==> config.mk <==
export PLATFORM = sky130hd
export DESIGN_NAME = dual_dac_serializer_flat
export DESIGN_NICKNAME = d
export VERILOG_FILES = /design/src/rtl/dac_pkg.sv /design/src/rtl/dual_dac_serializer_if.sv /design/src/rtl/dual_dac_serializer_sync_fifo.sv /design/src/rtl/dual_dac_serializer.sv /design/src/flat_wrapper.sv
export SDC_FILE = /design/constraint.sdc
export NUM_CORES = 1
export LEC_CHECK = 0
export BUFFER_PORTS_ARGS = -buffer_cell sky130_fd_sc_hd__buf_2
export CELL_PAD_IN_SITES_DETAIL_PLACEMENT = 1
export CELL_PAD_IN_SITES_GLOBAL_PLACEMENT = 1
export CORE_MARGIN = 4
export CORE_UTILIZATION = 35
export CTS_BUF_LIST = sky130_fd_sc_hd__clkbuf_16
export DETAILED_ROUTE_END_ITERATION = 8
export PLACE_DENSITY_LB_ADDON = 0.1
export SETUP_SLACK_MARGIN = 0.15
export SLEW_MARGIN = 20
export SYNTH_ARGS = -nofsm -noshare
export SYNTH_HDL_FRONTEND = slang
export SYNTH_SLANG_ARGS = --single-unit
==> constraint.sdc <==
create_clock -name clk -period 3.4 [get_ports clk]
set_input_delay 0.34 -clock clk [delete_from_list [all_inputs] [get_ports clk]]
set_output_delay 0.34 -clock clk [all_outputs]
set_load 0.01 [all_outputs]
==> src/rtl/dac_pkg.sv <==
// Shared definitions for the dual DAC output stage.
// Contents: code/frame widths, the serializer state enum, and the
// sign-magnitude to saturated 16-bit two's-complement code conversion.
package dac_pkg;

    localparam int DAC_W   = 16;
    localparam int FRAME_W = 32;

    typedef enum logic [1:0] {ST_IDLE, ST_LOAD, ST_SHIFT, ST_GAP} state_t;

    // x: bit31 sign, bits30:0 magnitude. The magnitude is scaled down by
    // 'shift', then clamped to the 16-bit range. The negative side clamps
    // at 32768, so full-scale negative maps to 0x8000. Negative zero maps to 0.
    function automatic logic [DAC_W-1:0] sm_to_code(input logic [31:0] x, input int shift);
        logic [30:0]      mag;
        logic [DAC_W-1:0] code;
        mag = x[30:0] >> shift;
        if (!x[31])
            code = (mag > 31'd32767) ? 16'h7FFF : mag[15:0];
        else
            code = (mag >= 31'd32768) ? 16'h8000 : 16'(~mag[15:0] + 16'd1);
        return code;
    endfunction

endpackage

==> src/rtl/dual_dac_serializer_if.sv <==
// Bus bundle for dual_dac_serializer.
// master: sample producer / DAC side observer (drives sample_valid, low_pass,
//         high_pass; sees the SPI lines and status).
// slave : the serializer (drives sclk, cs_n, mosi, busy, overflow, fifo_level).
interface dual_dac_serializer_if #(parameter int DEPTH = 4) ();
    logic                     sample_valid;
    logic [31:0]              low_pass;
    logic [31:0]              high_pass;
    logic                     sclk;
    logic                     cs_n;
    logic                     mosi;
    logic                     busy;
    logic                     overflow;
    logic [$clog2(DEPTH):0]   fifo_level;

    modport master (
        output sample_valid, low_pass, high_pass,
        input  sclk, cs_n, mosi, busy, overflow, fifo_level
    );

    modport slave (
        input  sample_valid, low_pass, high_pass,
        output sclk, cs_n, mosi, busy, overflow, fifo_level
    );
endinterface

==> src/rtl/dual_dac_serializer_sync_fifo.sv <==
// sync_fifo: single-clock FIFO, power-of-2 depth, async active-high reset.
// Ports: push/din write, pop/dout read (dout shows the head entry),
//        full, empty, level = occupancy.
// A push while full is accepted only when a pop happens in the same cycle.
module sync_fifo #(
    parameter int WIDTH = 32,
    parameter int DEPTH = 4
) (
    input  logic                     clk,
    input  logic                     rst,
    input  logic                     push,
    input  logic [WIDTH-1:0]         din,
    input  logic                     pop,
    output logic [WIDTH-1:0]         dout,
    output logic                     full,
    output logic                     empty,
    output logic [$clog2(DEPTH):0]   level
);
    localparam int AW = $clog2(DEPTH);

    logic [WIDTH-1:0] mem [DEPTH];
    logic [AW-1:0]    wr_ptr, rd_ptr;
    logic [AW:0]      count;
    logic             do_push, do_pop;

    assign empty   = (count == '0);
    assign full    = (count == (AW+1)'(DEPTH));
    assign do_pop  = pop && !empty;
    assign do_push = push && (!full || do_pop);
    assign dout    = mem[rd_ptr];
    assign level   = count;

    always_ff @(posedge clk or posedge rst) begin
        if (rst) begin
            wr_ptr <= '0;
            rd_ptr <= '0;
            count  <= '0;
        end else begin
            if (do_push) wr_ptr <= wr_ptr + 1'b1;
            if (do_pop)  rd_ptr <= rd_ptr + 1'b1;
            case ({do_push, do_pop})
                2'b10:   count <= count + 1'b1;
                2'b01:   count <= count - 1'b1;
                default: count <= count;
            endcase
        end
    end

    always_ff @(posedge clk) begin
        if (do_push) mem[wr_ptr] <= din;
    end

endmodule

==> src/rtl/dual_dac_serializer.sv <==
// dual_dac_serializer: converts the low/high-pass filter outputs to 16-bit
// DAC codes, queues code pairs and shifts each pair out as one 32-bit SPI
// frame {codeA, codeB}, MSB first, sclk idle low, DAC samples on sclk rise.
// Ports: clk, rst (async, active high), bus (slave modport: sample_valid,
//        low_pass, high_pass in; sclk, cs_n, mosi, busy, overflow,
//        fifo_level out).
// Build option: define DAC_OFFSET_BINARY_EN to send offset-binary codes
// (MSB of each code inverted) instead of two's complement.
module dual_dac_serializer
    import dac_pkg::*;
#(
    parameter int SHIFT   = 8,
    parameter int DEPTH   = 4,
    parameter int CLK_DIV = 4
) (
    input  logic               clk,
    input  logic               rst,
    dual_dac_serializer_if.slave bus
);
    localparam int DIV_W = $clog2(2*CLK_DIV);
    localparam int BIT_W = $clog2(FRAME_W) + 1;
    localparam logic [DIV_W-1:0] HALF_END = DIV_W'(CLK_DIV - 1);
    localparam logic [DIV_W-1:0] GAP_END  = DIV_W'(2*CLK_DIV - 1);

    // conversion register
    logic [DAC_W-1:0]   code_a, code_b;
    logic               conv_vld;
    logic [FRAME_W-1:0] conv_pair;

    always_comb begin
        code_a = sm_to_code(bus.low_pass, SHIFT);
        code_b = sm_to_code(bus.high_pass, SHIFT);
`ifdef DAC_OFFSET_BINARY_EN
        code_a[DAC_W-1] = ~code_a[DAC_W-1];
        code_b[DAC_W-1] = ~code_b[DAC_W-1];
`endif
    end

    always_ff @(posedge clk or posedge rst) begin
        if (rst) begin
            conv_vld  <= 1'b0;
            conv_pair <= '0;
        end else begin
            conv_vld <= bus.sample_valid;
            if (bus.sample_valid) conv_pair <= {code_a, code_b};
        end
    end

    // pair FIFO
    logic                   pop, full, empty;
    logic [FRAME_W-1:0]     fifo_dout;
    logic [$clog2(DEPTH):0] level;

    sync_fifo #(.WIDTH(FRAME_W), .DEPTH(DEPTH)) u_fifo (
        .clk   (clk),
        .rst   (rst),
        .push  (conv_vld),
        .din   (conv_pair),
        .pop   (pop),
        .dout  (fifo_dout),
        .full  (full),
        .empty (empty),
        .level (level)
    );

    logic overflow;
    always_ff @(posedge clk or posedge rst) begin
        if (rst)                           overflow <= 1'b0;
        else if (conv_vld && full && !pop) overflow <= 1'b1;
    end

    // SPI framer
    state_t             state, state_n;
    logic [FRAME_W-1:0] sr, sr_n;
    logic [DIV_W-1:0]   div, div_n;
    logic [BIT_W-1:0]   bit_cnt, bit_n;
    logic               sclk_q, sclk_n, cs_q, cs_n_n, mosi_q, mosi_n;

    always_ff @(posedge clk or posedge rst) begin
        if (rst) begin
            state   <= ST_IDLE;
            sr      <= '0;
            div     <= '0;
            bit_cnt <= '0;
            sclk_q  <= 1'b0;
            cs_q    <= 1'b1;
            mosi_q  <= 1'b0;
        end else begin
            state   <= state_n;
            sr      <= sr_n;
            div     <= div_n;
            bit_cnt <= bit_n;
            sclk_q  <= sclk_n;
            cs_q    <= cs_n_n;
            mosi_q  <= mosi_n;
        end
    end

    always_comb begin
        state_n = state;
        sr_n    = sr;
        div_n   = div;
        bit_n   = bit_cnt;
        sclk_n  = sclk_q;
        cs_n_n  = cs_q;
        mosi_n  = mosi_q;
        pop     = 1'b0;
        case (state)
            ST_IDLE: begin
                if (!empty) begin
                    pop     = 1'b1;
                    sr_n    = fifo_dout;
                    state_n = ST_LOAD;
                end
            end
            ST_LOAD: begin
                cs_n_n  = 1'b0;
                mosi_n  = sr[FRAME_W-1];
                sr_n    = {sr[FRAME_W-2:0], 1'b0};
                div_n   = '0;
                bit_n   = '0;
                sclk_n  = 1'b0;
                state_n = ST_SHIFT;
            end
            ST_SHIFT: begin
                // one settle cycle after the last falling edge before cs_n rises
                if (bit_cnt == BIT_W'(FRAME_W)) begin
                    cs_n_n  = 1'b1;
                    mosi_n  = 1'b0;
                    div_n   = '0;
                    state_n = ST_GAP;
                end else if (div == HALF_END) begin
                    div_n  = '0;
                    sclk_n = ~sclk_q;
                    if (sclk_q) begin
                        mosi_n = sr[FRAME_W-1];
                        sr_n   = {sr[FRAME_W-2:0], 1'b0};
                        bit_n  = bit_cnt + 1'b1;
                    end
                end else begin
                    div_n = div + 1'b1;
                end
            end
            ST_GAP: begin
                if (div == GAP_END) begin
                    div_n   = '0;
                    state_n = ST_IDLE;
                end else begin
                    div_n = div + 1'b1;
                end
            end
            default: state_n = ST_IDLE;
        endcase
    end

    assign bus.sclk       = sclk_q;
    assign bus.cs_n       = cs_q;
    assign bus.mosi       = mosi_q;
    assign bus.busy       = (state != ST_IDLE) || !empty;
    assign bus.overflow   = overflow;
    assign bus.fifo_level = level;

endmodule
==> src/flat_wrapper.sv <==
// flat-port wrapper written by rule: the top's interface ports become plain ports
module dual_dac_serializer_flat import dac_pkg::*;
#(
    parameter int SHIFT   = 8,
    parameter int DEPTH   = 4,
    parameter int CLK_DIV = 4
)
  (clk, rst, bus_sample_valid, bus_low_pass, bus_high_pass, bus_sclk, bus_cs_n, bus_mosi, bus_busy, bus_overflow, bus_fifo_level);
  dual_dac_serializer_if #(.DEPTH(DEPTH)) bus_i ();
  input  logic clk;
  input  logic rst;
  input wire logic [$bits(bus_i.sample_valid)-1:0] bus_sample_valid;
  input wire logic [$bits(bus_i.low_pass)-1:0] bus_low_pass;
  input wire logic [$bits(bus_i.high_pass)-1:0] bus_high_pass;
  output wire logic [$bits(bus_i.sclk)-1:0] bus_sclk;
  output wire logic [$bits(bus_i.cs_n)-1:0] bus_cs_n;
  output wire logic [$bits(bus_i.mosi)-1:0] bus_mosi;
  output wire logic [$bits(bus_i.busy)-1:0] bus_busy;
  output wire logic [$bits(bus_i.overflow)-1:0] bus_overflow;
  output wire logic [$bits(bus_i.fifo_level)-1:0] bus_fifo_level;
  assign bus_i.sample_valid = bus_sample_valid;
  assign bus_i.low_pass = bus_low_pass;
  assign bus_i.high_pass = bus_high_pass;
  assign bus_sclk = bus_i.sclk;
  assign bus_cs_n = bus_i.cs_n;
  assign bus_mosi = bus_i.mosi;
  assign bus_busy = bus_i.busy;
  assign bus_overflow = bus_i.overflow;
  assign bus_fifo_level = bus_i.fifo_level;
  dual_dac_serializer #(.SHIFT(SHIFT), .DEPTH(DEPTH), .CLK_DIV(CLK_DIV)) u_core (.clk(clk), .rst(rst), .bus(bus_i));
endmodule
# Yosys cells after proc, flatten, opt, wreduce, memory -nomap -nowiden
# Memory sizes are Yosys's and may differ from the RTL's.
# Cells that the tools add are included.
# totals
regBits	87
mem_bits_rw	128
input_bits	67
output_inout_bits	8
elab_cells	105
memories	1
# classes
n_addsub	8
n_lt_le_gt_ge	4
n_eq_ne	17
n_mux	37
n_bitwise	3
n_reduce_logical	22
# memory_table
memory	words	word_bits	read_ports	rd_clocked_by_memory_dff	wr	line	source
u_core.u_fifo.mem	4	32	1	0	1	dual_dac_serializer_sync_fifo.sv:21	logic [WIDTH-1:0] mem [DEPTH];
# ops
operator	count
$mux 32	4
$mux 16	6
$pmux 32 s3	1
$ge 23x16->1 const B	2
$gt 23x15->1 const B	2
$add 16x1->16 const B	2
$not 16->16	2
$mux 6	3
$pmux 6 s2	1
$mux 1	10
$mux 3	3
$pmux 3 s3	1
$reduce_and 3->1	3
$ne 2x1->1 const B	4
$pmux 2 s4	1
$add 3x1->3 const B	2
$add 6x1->6 const B	1
$eq 2x2->1 const B	3
$eq 3x3->1 const B	2
$eq 6x6->1 const B	1
$mux 2	3
$ne 3x1->1 const B	2
$pmux 1 s2	3
$pmux 3 s2	1
other kinds (16)	28

# Depth between registers and ports, before layout
# Gate-level depths: netlist (run 1).
# depth
ltp_word	8
mapped_depth	9
depth_no_buf	7

# Cells and area by module
# From an unflattened synthesis (run 1), not the netlist that was laid out.
# hier_totals
hier_cells	729
hier_area_um2	9769.4
# by_module_without_submodules
module	instances	cells_each	area_per_inst_um2	seq_area_each_um2
sync_fifo	1	207	5044.8	4018.9
dual_dac_serializer	1	522	4724.5	2003.2

# Worst setup path after synthesis (run 1)
# Ideal clock, no wire load.
# synth_timing
path_kind	flip-flop to flip-flop
startpoint	reg u_core.state[0]
endpoint	mem u_core.u_fifo.mem[0][0], enable pin
arrival_ps	2151
slack_ps	857
path_stages_with_launch	8
synth_period_minus_slack_ps	2543
cell_sequence	dfrtp_1 inv_1 ha_1 clkbuf_1 nor4b_1 nor2b_1 clkbuf_1 and2_1
# synth_between
elab_chain_len	7
# synth_lines
element	line	source
start: declaration	dual_dac_serializer.sv:73	state_t state, state_n;
start signal: assignment	dual_dac_serializer.sv:89	state <= state_n;
$logic_not 2->1	dual_dac_serializer.sv:108	case (state)
$mux 1	dual_dac_serializer.sv:108	
$logic_and 1x1->1	dual_dac_serializer_sync_fifo.sv:28	assign do_pop = pop && !empty;
$logic_or 1x1->1	dual_dac_serializer_sync_fifo.sv:29	assign do_push = push && (!full || do_pop);
$logic_and 1x1->1	dual_dac_serializer_sync_fifo.sv:29	
$mux 1	dual_dac_serializer_sync_fifo.sv:50	if (do_push) mem[wr_ptr] <= din;
$mux 1 (implied by the code)	dual_dac_serializer_sync_fifo.sv:50	
end: declaration	dual_dac_serializer_sync_fifo.sv:21	
# Every way passes these cells.

# Worst setup path after layout (run 1)
# layout_timing
startpoint	reg u_core.state[0]
endpoint	mem u_core.u_fifo.mem[1][12], enable pin
# The elaborated chain is that of the path after synthesis.

==> results of run 1 <==
synth_stat cells, drive strengths merged, types with 3 or more instances:
| cell type | instances | share of area [%] |
|---|---|---|
| o211ai | 3 | 0.24 |
| nand3 | 4 | 0.21 |
| nor4b | 3 | 0.28 |
| or4 | 4 | 0.37 |
| nor2b | 3 | 0.20 |
| nand4 | 9 | 0.59 |
| xnor2 | 3 | 0.28 |
| a21oi | 50 | 2.6 |
| or3 | 9 | 0.66 |
| o31ai | 4 | 0.37 |
| o21a | 3 | 0.24 |
| nand2b | 4 | 0.26 |
| nor3 | 22 | 1.2 |
| inv | 25 | 0.98 |
| nor2 | 76 | 3.0 |
| edfxtp | 128 | 40 |
| a21o | 6 | 0.47 |
| o21ai | 26 | 1.4 |
| nand2 | 37 | 1.5 |
| ha | 18 | 2.4 |
| nor4 | 10 | 0.72 |
| nand4b | 3 | 0.28 |
| buf | 8 | 0.38 |
| o221ai | 5 | 0.46 |
| xor2 | 7 | 0.64 |
| mux4 | 32 | 7.5 |
| mux2i | 38 | 4.0 |
| a31oi | 8 | 0.52 |
| clkbuf | 28 | 1.1 |
| and2 | 7 | 0.46 |
| o41ai | 4 | 0.37 |
| dfrtp | 86 | 23 |
layer usage:
layer	up-vias	global-route usage [%]	wire length, um
met3	17	2.164	811
met1	3015	19.95	9898
li1	2817	-	-
met2	111	24.35	10450
met4	0	2.760	227
met5	-	0	0
worst max-delay path: stages (launching register included):
cell and delay (ns):
dfrtp_1 0.41, inv_1 0.12, ha_2 0.34, nor4b_1 0.12
nor2b_1 0.44, and2_1 0.21, buf_4 0.45
registers in the layout, summed over array words and instances, names as in the netlist:
name and flops:
u_core.bus.sclk 1, u_core.bus.cs_n 1, u_core.bus.overflow 1, u_core.u_fifo.mem 128
u_core.bus.mosi 1, u_core.u_fifo.wr_ptr 2, u_core.state 2, u_core.conv_vld 1
u_core.u_fifo.level 3, u_core.bit_cnt 6, u_core.conv_pair 32, u_core.sr 32
u_core.div 3, u_core.u_fifo.rd_ptr 2
per-stage QoR:
| step | std cells | hold WS [ns] | instance area [um2] |
|---|---|---|---|
| after floorplan | 710 | 0.3714 | 9550 |
| after global placement | 1085 | 0.4367 | 10250 |
| after detailed placement | 1085 | 0.4484 | 10250 |
| after CTS | 1130 | 0.1141 | 11080 |
| after global routing | 1130 | 0.1170 | 11080 |
| final | 1130 | 0.1395 | 11080 |
cell type report:
type,count,area [um2],area share [%]
well taps,341,426.7,3.851
repair buffers,71,402.9,3.637
multi-input cells,434,3307,29.85
clock buffers,25,625.6,5.647
clock inverters,19,196.4,1.773
flip-flops and latches,215,6025,54.38
inverters,25,95.09,0.8584
logic make-up after synthesis:
family / count (synthesis) / synth area share (%)
flip-flops: 215 / 63.06
AND/OR/NAND/NOR: 199 / 10.28
AO/OA/AOI/OAI: 134 / 8.948
multiplexers: 72 / 11.76
buffers and inverters: 61 / 2.463
adder cells (fa/ha/maj): 19 / 2.568
XOR/XNOR: 10 / 0.9171
timing repair:
action / 4_1_cts / 5_1_grt
buffers inserted: 0 / 0
hold endpoints to repair: 38 / 0
hold buffers: 1 / 0
layout by cell type (no fill, tap or decap), types with 5 or more instances in the layout:
cell	n
dfrtp_1	84
inv_1	29
a21oi_1	50
mux4_2	32
nor4_1	9
mux2i_1	38
nand4_1	9
buf_2	58
nor3_1	21
nand2_1	37
buf_4	11
edfxtp_1	128
nor2_1	76
or3_1	7
ha_1	17
clkbuf_16	25
o221ai_1	5
o21ai_0	25
xor2_1	7
a21o_1	6
and2_1	7
clkinv_2	5
a31oi_1	8
worst max path at each step:
stage / cells after the start / end / slack, ns / start
after floorplan: 1 / u_core.bit_cnt[0]$_DFFE_PP0P_ / 0.81 / rst
after global placement: 8 / u_core.sr[0]$_DFFE_PP0P_ / 1.01 / u_core.bit_cnt[0]$_DFFE_PP0P_
after detailed placement: 8 / u_core.sr[0]$_DFFE_PP0P_ / 0.85 / u_core.bit_cnt[0]$_DFFE_PP0P_
after CTS: 8 / u_core.sr[0]$_DFFE_PP0P_ / 0.85 / u_core.bit_cnt[0]$_DFFE_PP0P_
after global routing: 8 / u_core.sr[0]$_DFFE_PP0P_ / 0.64 / u_core.bit_cnt[0]$_DFFE_PP0P_
final: 6 / u_core.u_fifo.mem[1][12]$_DFFE_PP_ / 0.93 / u_core.state[0]$_DFFE_PP0P_
where the power goes:
| group | internal, mW | switching (mW) | total [mW] |
|---|---|---|---|
| logic | 1.29 | 1.53 | 2.82 |
| registers | 3.48 | 0.442 | 3.92 |
| clock network | 1.64 | 1.02 | 2.66 |
==> out/qor.yml, run 1 <==
run_status:
  run_status: "finished clean"
routing:
  detail_route.first_pass.iterations: 4
  post_drt_via_cell_ratio: 5.274
  per_cell_routed_wire_length_um: 18.93
  vias: 5960
  totalWireLength_um: 21390
  dr.first_iter.drc_count: 250
  route.detailed.drc: 0
  residual_antenna_violating_net_count_after_detailed_routing: 0
setup_path:
  reg2reg_to: "u_core.u_fifo.mem[1][12]$_DFFE_PP_"
  critPathRequiredTime_ns: 3.54
  worstPathMaxFanout: 32
  cp-start-kind: "flop"
  critical_path.reg2reg.startpoint: "u_core.state[0]$_DFFE_PP0P_"
  endpoint_kind: "flop"
  rr_worst_depth: 6
  startpoint_to_endpoint_class_of_the_critical_path: "reg2reg"
  arrival_worst_endpoint_ns: 2.61
  setup.reg_to_reg.worst_slack_ns: 0.93
place:
  pre_cts_slack_ns: 0.8482
  detailed_place_hpwl_um: 13930
  gpl.final_weighted_congestion: 0.7795
  port_buffers: 58
logic_synthesis:
  postSynthCellCount: 710
  synth_top_flop_cell: "edfxtp_1"
  yosysSeqAreaShare_pct: 63.06
  post_synth_instance_area_um2: 9550
  synth_enable_flop_cells: 128
  ys_async_sr_fraction_pct: 40.47
  synth_cell_types: 68
  synth_nets: 796
  syn_area_per_cell_um2: 13.45
  ys_seq_elements: 215
  yosys_warnings: 0
cells_and_area:
  fill_cells: 2794
  final_util_pct: 41.22
  n_antenna_cell: 0
  area_delta_synth_final_pct: 16.00
  fin_nets: 857
  final_layout_size_suffix_gt1_share_pct: 19.90
worst_hold_path:
  timing.hold.worst.class: "in2reg"
  hold_path_depth: 2
  holdPathEnd: "u_core.conv_pair[11]$_DFFE_PP0P_"
  hold_start: "bus_high_pass[19]"
clock_network:
  clk_latency_ns: 0.51
  cts.sinks: 215
  post_cts.resized_instances: 0
  cts-buffers-inserted: 24
  clk_pin_slew_worst_paths_ns: 0.06
  max-clock-path-buffers: 3
  cts_max_level: 1
  root_buffer: "clkbuf_16"
  cts_tree: "done"
sta:
  report.final.setup_viol: 0
  setup_slack_ns: 0.9260
  maxSlewHeadroom_pct: 36.16
  hold_viol_final: 0
  tightest_slew_ns: 0.9452
  min_period_over_period_pct: 72.77
  rsz_0062_raised_after_global_routing: "no"
  slew_viol_final: 0
  fmax_mhz: 404.2
  fin_crit_ns: 2.474
  worst_clock_skew_ns: 0.008714
  final.setup.tns_ns: 0
floorplanning:
  die_h_um: 173.2
  placeableCoreArea_um2: 26880
  placementRows: 60
  fp.dieArea_um2: 29990
  initial_utilization_pct: 35.54
  dieWidth_um: 173.2
  io_pins: 75
flow_run:
  max_cap_violations: 0
global_route:
  grt_first_pass_wirelength_um: 35570
  gr-total-overflow: 0
  groute.usage.overall_pct: 14.37
  grt_max_degree: 65
  initial_antenna_violation_count: 1
  grt_pass1_vias: 6517
power:
  leakagePower_nw: 4.158
  peakVddDrop_mv: 0.3642
  report.power.total_mw: 9.401
  powerDensity_nw_per_um2: 848.7
No activity file was read; power rests on OpenSTA's default activity.
==> inputs of run 2 (changes only) <==
==> constraint.sdc (replaced) <==
create_clock -name clk -period 2.5 [get_ports clk]
set_input_delay 0.25 -clock clk [delete_from_list [all_inputs] [get_ports clk]]
set_output_delay 0.25 -clock clk [all_outputs]
set_load 0.01 [all_outputs]
==> run 2 against run 1 <==
  * Sequential share of layout area decreased by 0.45 points
  * Wire length increased by 5.5%
  * Via count increased by 1.5%
==> out/qor.yml, run 2 (synthesis results as in run 1) <==
clock_network:
  cts-buffers-inserted: 23
  max-clock-path-buffers: 3
  cts_max_level: 1
  clk_pin_slew_worst_paths_ns: 0.06
  cts.sinks: 215
  root_buffer: "clkbuf_16"
  cts_tree: "done"
  clk_latency_ns: 0.51
sta:
  rsz_0062_raised_after_global_routing: "yes"
  final.setup.tns_ns: 0
  holdWs_ns: 0.04253
  hold_viol_final: 0
  min_period_over_period_pct: 88.77
  fin_crit_ns: 2.219
  slew_viol_final: 0
  maxSlewHeadroom_pct: 60.35
  tightest_slew_ns: 0.5865
  report.final.setup_viol: 0
  fmax_mhz: 450.6
  setup_slack_ns: 0.2807
  worst_clock_skew_ns: 0.01889
cells_and_area:
  layout_top_registers: "u_core.u_fifo.mem x128, u_core.conv_pair x32, u_core.sr x32"
  fill_cells: 2769
  post-route-cell-area_um2: 11170
  largest_reg_flops: 128
  final_common_cell: "edfxtp_1"
  highest_count_cells_in_the_layout_ignoring_fill_and_taps: "edfxtp_1 (128), dfrtp_1 (85), nor2_1 (76)"
  max_flop_register: "u_core.u_fifo.mem"
  fin_nets: 866
  finalNonFillerCells: 1138
  final_util_pct: 41.55
  final_layout_size_suffix_gt1_share_pct: 21.08
  n_antenna_cell: 0
  area_delta_synth_final_pct: 16.94
power:
  powerDensity_nw_per_um2: 1146
  report.power.total_mw: 12.80
  peakVddDrop_mv: 0.4293
  leakagePower_nw: 4.201
place:
  dpl_cell_area_um2: 10390
  detailed_place_hpwl_um: 14430
  port_buffers: 58
  gpl.final_weighted_congestion: 0.7745
  pre_cts_slack_ns: 0.08345
  place_inst: 1092
floorplanning:
  placeableCoreArea_um2: 26880
  die_h_um: 173.2
  dieWidth_um: 173.2
  fp.dieArea_um2: 29990
  io_pins: 75
  placementRows: 60
  initial_utilization_pct: 35.54
setup_path:
  cp_cell_sequence: "inv_1 > ha_2 > nand2b_1 > or2_2 > fa_1 > mux2i_1 > xor2_1"
  critPathMaxStageDelay_ns: 0.40
  cp-start-kind: "flop"
  arrival_worst_endpoint_ns: 2.63
  path_depth: 7
  critPathRequiredTime_ns: 2.91
  worstPathMaxFanout: 10
  rr_worst_depth: 7
  setup.reg_to_reg.worst_slack_ns: 0.28
  startpoint_to_endpoint_class_of_the_critical_path: "reg2reg"
  endpoint_kind: "flop"
  slowest_stage: "dfrtp_1"
  critPathBufInv: 1
  worst_path_dominant_cell_family: "adder cells"
worst_hold_path:
  timing.hold.worst.class: "in2reg"
  hold_path_depth: 2
flow_run:
  max_cap_violations: 0
global_route:
  gr-total-overflow: 0
  grt_pass1_vias: 6812
  grt_first_pass_wirelength_um: 36050
  grt_max_degree: 65
  groute.usage.overall_pct: 14.58
  initial_antenna_violation_count: 0
routing:
  route.detailed.drc: 0
  detail_route.first_pass.iterations: 4
  per_cell_routed_wire_length_um: 19.82
  totalWireLength_um: 22560
  post_drt_via_cell_ratio: 5.317
  residual_antenna_violating_net_count_after_detailed_routing: 0
  vias: 6051
  dr.first_iter.drc_count: 272
run_status:
  run_status: "finished clean"
## run 2: cell types whose count changed in the layout (fill, tap and decap cells not counted), moves of 2 or more
cell / before / now
bufinv_16: 4 / 2
and2_2: 0 / 4
buf_12: 1 / 7
and2_1: 7 / 3
inv_1: 29 / 32
## run 2: power by group
part           total, mW  internal (mW)  switching [mW]
Clock               3.20           1.87            1.33
Combinational       4.46           1.99            2.47
Sequential          5.14           4.73           0.409
## run 2: per-layer routing
metal / GRT usage [%] / share of wire [%] / vias to the layer above
met5: 0 / 0 / -
li1: - / - / 2822
met2: 25.27 / 49 / 114
met3: 2.121 / 4.0 / 21
met1: 19.60 / 45 / 3094
met4: 3.259 / 1.3 / 0
## run 2: layout make-up
class                           instances  area (um2)  share of cell area (%)
Timing Repair Buffer                   81       581.8                   5.210
Inverter                               25       97.59                  0.8739
Clock buffer                           23       575.6                   5.153
Sequential cell                       215        6023                   53.93
Tap cell                              341       426.7                   3.820
Multi-Input combinational cell        434        3328                   29.80
Clock inverter                         19       135.1                   1.210
## run 2: worst paths after layout
check / startpoint / endpoint
max in group asynchronous: rst / u_core.conv_pair[25]$_DFFE_PP0P_
hold / removal: bus_high_pass[19] / u_core.conv_pair[11]$_DFFE_PP0P_
min in group asynchronous: rst / u_core.sr[17]$_DFFE_PP0P_
setup / recovery: u_core.state[0]$_DFFE_PP0P_ / u_core.u_fifo.level[2]$_DFFE_PP0P_
hold reg to reg: u_core.bus.overflow$_DFFE_PP0P_ / u_core.bus.overflow$_DFFE_PP0P_
setup reg to reg: u_core.state[0]$_DFFE_PP0P_ / u_core.u_fifo.level[2]$_DFFE_PP0P_
## run 2: repair_timing
action,CTS,global route
setup buffers,0,1
hold buffers,1,0
endpoints found under the hold margin,21,0
gates cloned,0,2
pin swaps,0,1
setup endpoints to repair,104,139
resized for setup,1,4
==> inputs of run 3 (changes only) <==
--- a/config.mk
+++ b/config.mk
@@ -12,7 +12,7 @@
 export CORE_UTILIZATION = 35
 export CTS_BUF_LIST = sky130_fd_sc_hd__clkbuf_16
 export DETAILED_ROUTE_END_ITERATION = 8
-export PLACE_DENSITY_LB_ADDON = 0.1
+export PLACE_DENSITY = 0.65
 export SETUP_SLACK_MARGIN = 0.15
 export SLEW_MARGIN = 20
 export SYNTH_ARGS = -nofsm -noshare
==> run 3 against run 2 <==
  * First-iteration DRC count rose by 50%
  * Sequential power barely moved
  * Core utilization fell by 0.065 points
  * Largest power group unchanged
  * Clock-buffer cell count did not move
  * Clock skew fell by 0.0093 ns
  * Clock power fell by 3%
  * Via count fell by 0.15%
  * Critical endpoint is now u_core.u_fifo.mem[0][0]$_DFFE_PP_
==> out/qor.yml, run 3 (synthesis results as in run 1) <==
clock_network:
  max-clock-path-buffers: 3
  cts_max_level: 1
  cts_tree: "done"
  root_buffer: "clkbuf_16"
  cts-buffers-inserted: 23
  cts.sinks: 215
  clk_pin_slew_worst_paths_ns: 0.06
  clk_latency_ns: 0.50
sta:
  min_period_over_period_pct: 87.46
  report.final.setup_viol: 0
  rsz_0062_raised_after_global_routing: "no"
  final.setup.tns_ns: 0
  fmax_mhz: 457.4
  worst_clock_skew_ns: 0.009608
  tightest_slew_ns: 0.6734
  maxSlewHeadroom_pct: 55.11
  slew_viol_final: 0
  hold_viol_final: 0
  fin_crit_ns: 2.186
  setup_slack_ns: 0.3135
setup_path:
  endpoint_kind: "flop"
  worstPathMaxFanout: 32
  startpoint_to_endpoint_class_of_the_critical_path: "reg2reg"
  arrival_worst_endpoint_ns: 2.41
  critPathRequiredTime_ns: 2.73
  cp-start-kind: "flop"
routing:
  totalWireLength_um: 21890
  residual_antenna_violating_net_count_after_detailed_routing: 0
  per_cell_routed_wire_length_um: 19.20
  route.detailed.drc: 0
  vias: 6042
  dr.first_iter.drc_count: 408
  detail_route.first_pass.iterations: 4
  post_drt_via_cell_ratio: 5.300
floorplanning:
  io_pins: 75
  dieWidth_um: 173.2
  placeableCoreArea_um2: 26880
  fp.dieArea_um2: 29990
  placementRows: 60
  initial_utilization_pct: 35.54
  die_h_um: 173.2
run_status:
  run_status: "finished clean"
cells_and_area:
  final_layout_size_suffix_gt1_share_pct: 21.05
  highest_count_cells_in_the_layout_ignoring_fill_and_taps: "edfxtp_1 (128), dfrtp_1 (85), nor2_1 (76)"
  finalNonFillerCells: 1140
  max_flop_register: "u_core.u_fifo.mem"
  final_common_cell: "edfxtp_1"
  layout_top_registers: "u_core.u_fifo.mem x128, u_core.conv_pair x32, u_core.sr x32"
  area_delta_synth_final_pct: 16.76
  fin_nets: 868
  largest_reg_flops: 128
  fill_cells: 2834
global_route:
  groute.usage.overall_pct: 14.32
  initial_antenna_violation_count: 0
  grt_first_pass_wirelength_um: 35440
  grt_pass1_vias: 6557
  grt_max_degree: 65
  gr-total-overflow: 0
place:
  port_buffers: 58
  place_inst: 1094
  pre_cts_slack_ns: 0.2728
  gpl.final_weighted_congestion: 0.7845
  detailed_place_hpwl_um: 13530
power:
  report.power.total_mw: 12.69
  peakVddDrop_mv: 0.6277
  leakagePower_nw: 4.170
  powerDensity_nw_per_um2: 1138
flow_run:
  max_cap_violations: 0
worst_hold_path:
  timing.hold.worst.class: "in2reg"
==> run 3: cell types whose count changed in the layout (fill, tap and decap cells not counted), moves of 2 or more <==
cell and delta:
buf_4 +2, clkinvlp_4 +2, clkinv_2 -2, clkinv_1 +4, inv_1 -4
==> run 3: what timing repair did <==
action	CTS	global route
endpoints found under the setup margin	0	105
resized for setup	0	3
hold buffers	1	0
endpoints found under the hold margin	5	0
setup buffers	0	1
==> run 3: final timing paths <==
path / from / to / slack (ns) / depth (start not counted)
min in group asynchronous: rst / u_core.sr[11]$_DFFE_PP0P_ / 0.23 / 3
max in group asynchronous: rst / u_core.conv_pair[10]$_DFFE_PP0P_ / 1.37 / 4
worst max register to register: u_core.state[0]$_DFFE_PP0P_ / u_core.u_fifo.mem[0][0]$_DFFE_PP_ / 0.31 / 6
worst min register to register: u_core.bus.overflow$_DFFE_PP0P_ / u_core.bus.overflow$_DFFE_PP0P_ / 0.46 / 1
worst min-delay path: bus_high_pass[19] / u_core.conv_pair[11]$_DFFE_PP0P_ / 0.04 / 2
worst max-delay path: u_core.state[0]$_DFFE_PP0P_ / u_core.u_fifo.mem[0][0]$_DFFE_PP_ / 0.31 / 6
==> run 3: area by class of cell <==
type,count,area (um2),area share (%)
diodes,1,2.502,0.02244
flip-flops and latches,215,6023,54.02
inverters,25,97.59,0.8752
clock inverters,18,110.1,0.9874
well taps,341,426.7,3.826
clock buffers,23,575.6,5.162
multi-input cells,434,3322,29.79
repair buffers,83,593.1,5.319
==> run 3: critical path, stage by stage (launching register included) <==
cell	delay (ns)
dfrtp_1	0.39
inv_1	0.09
ha_2	0.27
nor4b_1	0.52
nor2b_2	0.18
and2_2	0.25
buf_12	0.18
==> run 3: power breakdown <==
| part | internal [mW] | leakage [nW] | switching (mW) |
|---|---|---|---|
| combinational | 2.00 | 1.68 | 2.44 |
| clock | 1.77 | 0.346 | 1.33 |
| sequential | 4.73 | 2.14 | 0.421 |
==> run 3: per-stage QoR <==
stage                     area [um2]  util, %  hold slack (ns)
after detailed placement       10410    38.72           0.1923
after global placement         10410    38.72           0.1928
final                          11150    41.49          0.03744
after global routing           11150    41.48          0.03981
after floorplan                 9559        -           0.2814
after CTS                      11100    41.31          0.01820
==> run 3: per-layer routing <==
layer | routed length (um) | global-route usage, % | share of wire [%] | up-vias
met5 | 0 | 0 | 0 | -
met4 | 362 | 2.893 | 1.7 | 0
li1 | - | - | - | 2828
met1 | 10250 | 20.51 | 47 | 3063
met3 | 932 | 1.880 | 4.3 | 34
met2 | 10340 | 23.68 | 47 | 117
